==> src/rtl/irq_vec_gen.sv <==
// Multi-source interrupt vector generator: latches request edges into pending bits,
// arbitrates unmasked sources round-robin and drives one endpoint interrupt per grant.
module irq_vec_gen #(
  parameter int unsigned NUM_SRC  = 4,
  parameter int unsigned HOLDOFF  = 4,
  parameter int unsigned VEC_BASE = 0
) (
  input  logic               clk,
  input  logic               rst_n,
  input  logic [NUM_SRC-1:0] irq_req,
  input  logic [NUM_SRC-1:0] irq_mask,
  output logic [NUM_SRC-1:0] irq_pending,
  output logic               irq_sent,
  output logic               cfg_interrupt_n,
  input  logic               cfg_interrupt_rdy_n,
  output logic [7:0]         cfg_interrupt_di
);

  localparam int unsigned IDX_W = (NUM_SRC > 1) ? $clog2(NUM_SRC) : 1;

  localparam logic [1:0] S_IDLE = 2'd0;
  localparam logic [1:0] S_WAIT = 2'd1;
  localparam logic [1:0] S_HOLD = 2'd2;

  localparam logic [IDX_W-1:0] LAST_RST = IDX_W'(NUM_SRC - 1);

  logic [1:0]         state_q, state_d;
  logic [NUM_SRC-1:0] req_prev_q;
  logic [NUM_SRC-1:0] pending_q, pending_d;
  logic [IDX_W-1:0]   last_q, last_d;
  logic [IDX_W-1:0]   win_q, win_d;
  logic [15:0]        cnt_q, cnt_d;
  logic               int_n_q, int_n_d;
  logic [7:0]         di_q, di_d;
  logic               sent_q, sent_d;

  logic [NUM_SRC-1:0] elig;
  logic [NUM_SRC-1:0] edge_vec;
  logic [NUM_SRC-1:0] clr_vec;
  logic               pick_found;
  logic [IDX_W-1:0]   pick_idx;

  // Search begins one past the last winner and wraps; first eligible index wins.
  function automatic logic [IDX_W:0] rr_pick(input logic [NUM_SRC-1:0] el,
                                             input logic [IDX_W-1:0]   last);
    logic             found;
    logic [IDX_W-1:0] win;
    logic [31:0]      idx;
    found = 1'b0;
    win   = '0;
    idx   = '0;
    for (int unsigned k = 1; k <= NUM_SRC; k++) begin
      idx = (32'(last) + k) % NUM_SRC;
      if (!found && el[idx[IDX_W-1:0]]) begin
        found = 1'b1;
        win   = idx[IDX_W-1:0];
      end
    end
    return {found, win};
  endfunction

  assign elig     = pending_q & ~irq_mask;
  assign edge_vec = irq_req & ~req_prev_q;
  assign {pick_found, pick_idx} = rr_pick(elig, last_q);

  always_comb begin
    state_d = state_q;
    last_d  = last_q;
    win_d   = win_q;
    cnt_d   = cnt_q;
    int_n_d = int_n_q;
    di_d    = di_q;
    sent_d  = 1'b0;
    clr_vec = '0;
    case (state_q)
      S_IDLE: begin
        if (pick_found) begin
          win_d   = pick_idx;
          last_d  = pick_idx;
          di_d    = 8'(VEC_BASE + 32'(pick_idx));
          int_n_d = 1'b0;
          state_d = S_WAIT;
        end
      end
      S_WAIT: begin
        // The request is never withdrawn; only the acknowledge ends WAIT.
        if (!cfg_interrupt_rdy_n) begin
          int_n_d          = 1'b1;
          sent_d           = 1'b1;
          clr_vec[win_q]   = 1'b1;
          if (HOLDOFF == 0) begin
            state_d = S_IDLE;
          end else begin
            cnt_d   = 16'(HOLDOFF);
            state_d = S_HOLD;
          end
        end
      end
      S_HOLD: begin
        int_n_d = 1'b1;
        if (cnt_q <= 16'd1) begin
          state_d = S_IDLE;
        end else begin
          cnt_d = cnt_q - 16'd1;
        end
      end
      default: begin
        state_d = S_IDLE;
        int_n_d = 1'b1;
      end
    endcase
    // A fresh edge outranks the acknowledge-clear on the same bit.
    pending_d = (pending_q & ~clr_vec) | edge_vec;
  end

  always_ff @(posedge clk or negedge rst_n) begin
    if (!rst_n) begin
      state_q    <= S_IDLE;
      req_prev_q <= '0;
      pending_q  <= '0;
      last_q     <= LAST_RST;
      win_q      <= '0;
      cnt_q      <= '0;
      int_n_q    <= 1'b1;
      di_q       <= '0;
      sent_q     <= 1'b0;
    end else begin
      state_q    <= state_d;
      req_prev_q <= irq_req;
      pending_q  <= pending_d;
      last_q     <= last_d;
      win_q      <= win_d;
      cnt_q      <= cnt_d;
      int_n_q    <= int_n_d;
      di_q       <= di_d;
      sent_q     <= sent_d;
    end
  end

  assign irq_pending      = pending_q;
  assign irq_sent         = sent_q;
  assign cfg_interrupt_n  = int_n_q;
  assign cfg_interrupt_di = di_q;

endmodule

==> config.mk <==
export PLATFORM = sky130hd
export DESIGN_NAME = irq_vec_gen
export DESIGN_NICKNAME = d
export VERILOG_FILES = /design/src/rtl/irq_vec_gen.sv
export SDC_FILE = /design/constraint.sdc
export NUM_CORES = 1
export LEC_CHECK = 0
export ABC_AREA = 1
export CAP_MARGIN = 20
export CORE_UTILIZATION = 55
export DETAILED_ROUTE_END_ITERATION = 6
export GPL_TIMING_DRIVEN = 0
export PLACE_DENSITY = 0.75
export SYNTH_ARGS = -nofsm -noshare
export SYNTH_HDL_FRONTEND = slang
export SYNTH_SLANG_ARGS = --single-unit
==> constraint.sdc <==
create_clock -name clk -period 1.8 [get_ports clk]
set_input_delay 0.18 -clock clk [delete_from_list [all_inputs] [get_ports clk]]
set_output_delay 0.18 -clock clk [all_outputs]
set_load 0.005 [all_outputs]
==> impl_metrics.env <==
export IMPL_synth_top_family_by_area="simple AND/OR/NAND/NOR gates"
export IMPL_finalHoldViolCount=0
export IMPL_path_clk_slew_ns=0.09
export IMPL_ir_drop_v=0.001010
export IMPL_gp_congestion=0.9319
export IMPL_synth_compound_area_share_pct=5.946
export IMPL_routedWlPerCell_um=11.48
export IMPL_async_flop_share_pct=100.0
export IMPL_vias=1699
export IMPL_p_per_area_mw_per_mm2=1662
export IMPL_antenna_found_initial=0
export IMPL_yosys_area_share_simple_pct=36.94
export IMPL_drt_vias_per_instance=4.953
export IMPL_critical_path_arrival_ns=1.94
export IMPL_synth_cells=265
export IMPL_startpoint_type="flop"
export IMPL_synth_edf_count=0
export IMPL_synth_area_sq_mm=0.001978
export IMPL_syn_to_final_growth_pct=17.01
export IMPL_required_ns=2.03
export IMPL_reg2reg_slack_ns=0.09
export IMPL_port_buffers=18
export IMPL_status="finished, final reports clean"
export IMPL_hold_path_class="input pin to async pin"
export IMPL_firstDrtPassIters=4
export IMPL_drc=0
export IMPL_maxCapViolCount=0
export IMPL_post_route_util_pct=68.29
export IMPL_synth_seq_cells=32
export IMPL_maxSlewViolCount=0
export IMPL_dieArea_sq_mm=0.003840
export IMPL_start_util_pct=58.36
export IMPL_io_pins=25
export IMPL_seq_area_frac_synth_pct=40.67
export IMPL_synth_xor_area_share_pct=5.756
export IMPL_worstSkewPairLatency_ns=0.34
export IMPL_cts_max_level=2
export IMPL_grt_pass1_vias=1359
export IMPL_synth_top_area_share_pct=36.69
export IMPL_syn_avg_cell_area_sq_um=7.465
export IMPL_finalSetupViolCount=0
export IMPL_leakagePower_uw=0.001201
export IMPL_synth_top_cells_by_count="nand2_1, nor2_1, nand3_1, dfrtp_1, inv_1"
export IMPL_grt_start_max_net_pins=20
export IMPL_dp_hpwl_um=3065
export IMPL_cts_buffers=5
export IMPL_fillers=290
export IMPL_max_freq_mhz=585.2
export IMPL_yosysMostFrequentCell="nand2_1"
export IMPL_clock_path_buffers=2
export IMPL_synth_cell_types=30
export IMPL_fin_crit_sh_pct=94.93
export IMPL_die_x_um=61.97
export IMPL_num_antenna_cells=0
export IMPL_die_h_um=61.97
export IMPL_row_count=21
export IMPL_crit_type="flop to flop"
export IMPL_fin_crit_ns=1.709
export IMPL_stdcell_area_sq_mm=0.002315
export IMPL_synthTopCellsByArea="dfrtp_1, nand2_1, nand3_1"
export IMPL_postRouteAntennaNets=0
export IMPL_synthFlopType="dfrtp_1"
export IMPL_drive_gt1_share_pct=14.14
export IMPL_fin_nets=309
export IMPL_grt_usage_pct=22.59
export IMPL_worst_pin_slew_ns=0.7065
export IMPL_cp_startpoint="cnt_q[0]"
export IMPL_relSlewSlack_pct=52.75
export IMPL_routed_wirelength_um=3939
export IMPL_multiInputGateArea_sq_mm=0.001012
export IMPL_clockRootBuffer="clkbuf_4"
export IMPL_end_kind="flop"
export IMPL_r2r_cells=10
export IMPL_post_cts_buffers=0
export IMPL_worstReg2RegEnd="cnt_q[4]"
export IMPL_yosysWarningCount=0
export IMPL_yosysTopAreaCell="dfrtp_1"
export IMPL_seq_area_sq_um=804.5
export IMPL_core_area_sq_mm=0.003390
export IMPL_cts_sinks=32
export IMPL_grt_pass1_wl_um=6092
export IMPL_crit_end="cnt_q[4]"
export IMPL_cts_tree="yes"
export IMPL_drtIter0Drc=79
export IMPL_synth_adder_area_share_pct=1.265
export IMPL_path_max_fanout=10
export IMPL_post_dp_cell_area_sq_mm=0.002262
export IMPL_overflow=0
export IMPL_synth_area_mux_share_pct=0
export IMPL_crit_reg2reg_launch="cnt_q[0]"
export IMPL_clock_skew_ns=0.008701
-- report_power, final --
part           leakage, uW  switching (uW)  total [uW]  internal, uW
registers         0.000395             229        1190           961
logic             0.000777            1370        2270           903
clock network    0.0000293             233         385           152
total              0.00120            1830        3850          2020
-- critical path, stage by stage (launching register included) --
cell,delay [ns]
dfrtp_1,0.45
inv_1,0.13
ha_2,0.25
nand2_4,0.08
nor2_4,0.15
o21ai_4,0.08
nand2_4,0.09
nand2_4,0.09
buf_8,0.16
nand2_1,0.07
nand2_1,0.05
-- state kept, by name (all words and copies together) (netlist names) --
signal,cells
cfg_interrupt_di,2
cfg_interrupt_n,1
cnt_q,16
irq_pending,4
irq_sent,1
last_q,2
req_prev_q,4
state_q,2
-- how the worst min path moves through the flow --
stage	depth (start not counted)	end	slack [ns]	start
after floorplan	0	cfg_interrupt_di[0]	-0.12	rst_n
after global placement	1	irq_pending[2]	0.40	req_prev_q[2]
after detailed placement	1	irq_pending[0]	0.42	req_prev_q[0]
after CTS	1	req_prev_q[2]	0.26	rst_n
after global routing	1	req_prev_q[1]	0.29	irq_req[1]
final	1	req_prev_q[2]	0.25	rst_n
-- stage by stage --
stage                     setup slack [ns]  std cells  TNS [ns]  total power, uW  hold WS (ns)
after floorplan                     0.3043        270         0             2895       -0.1156
after global placement            -0.01004        334   -0.2540             3397        0.4019
after detailed placement           0.09813        335         0             3453        0.4185
after CTS                          0.07357        343         0             3850        0.2635
after global routing             -0.005371        343  -0.01050             4225        0.2857
final                              0.09131        343         0             3847        0.2550
-- placed cells by master, fill, tap and decap left out, types with 5 or more instances in the layout --
cell type        instances
conb_1                   6
buf_4                    7
nand2_1                 73
nor2_1                  36
nand2_2                  6
clkbuf_4                 5
dfrtp_1                 29
inv_1                   23
xor2_1                   9
o21ai_0                 13
clkdlybuf4s50_1         18
nand3_1                 30
-- routing by layer --
metal	global-route usage (%)	vias up	wire (um)
li1	-	886	-
met1	32.04	778	1957
met2	32.98	30	1752
met3	6.625	5	175
met4	7.937	0	54
met5	0	-	0
-- cell families (layout without fill, tap and decap cells) --
family | after synthesis | in the layout
simple gates | 162 | 162
buf+inv | 36 | 63
flops | 32 | 32
compound gates | 19 | 19
xor+xnor | 13 | 13
fa+ha+maj | 2 | 2
other cells | 1 | 6
-- area by class of cell --
type / instances / area share, %
Timing Repair Buffer: 19 / 8.973
Buffer: 11 / 3.730
Clock buffer: 7 / 1.946
Clock inverter: 1 / 0.2162
Tap cell: 46 / 2.486
Inverter: 25 / 4.162
Sequential cell: 32 / 34.76
Multi-Input combinational cell: 202 / 43.73
-- what timing repair did --
action,in CTS,in global routing
setup endpoints to repair,0,5
resized for setup,0,1
hold buffers,0,0
Power figures use the tool's default switching activity.
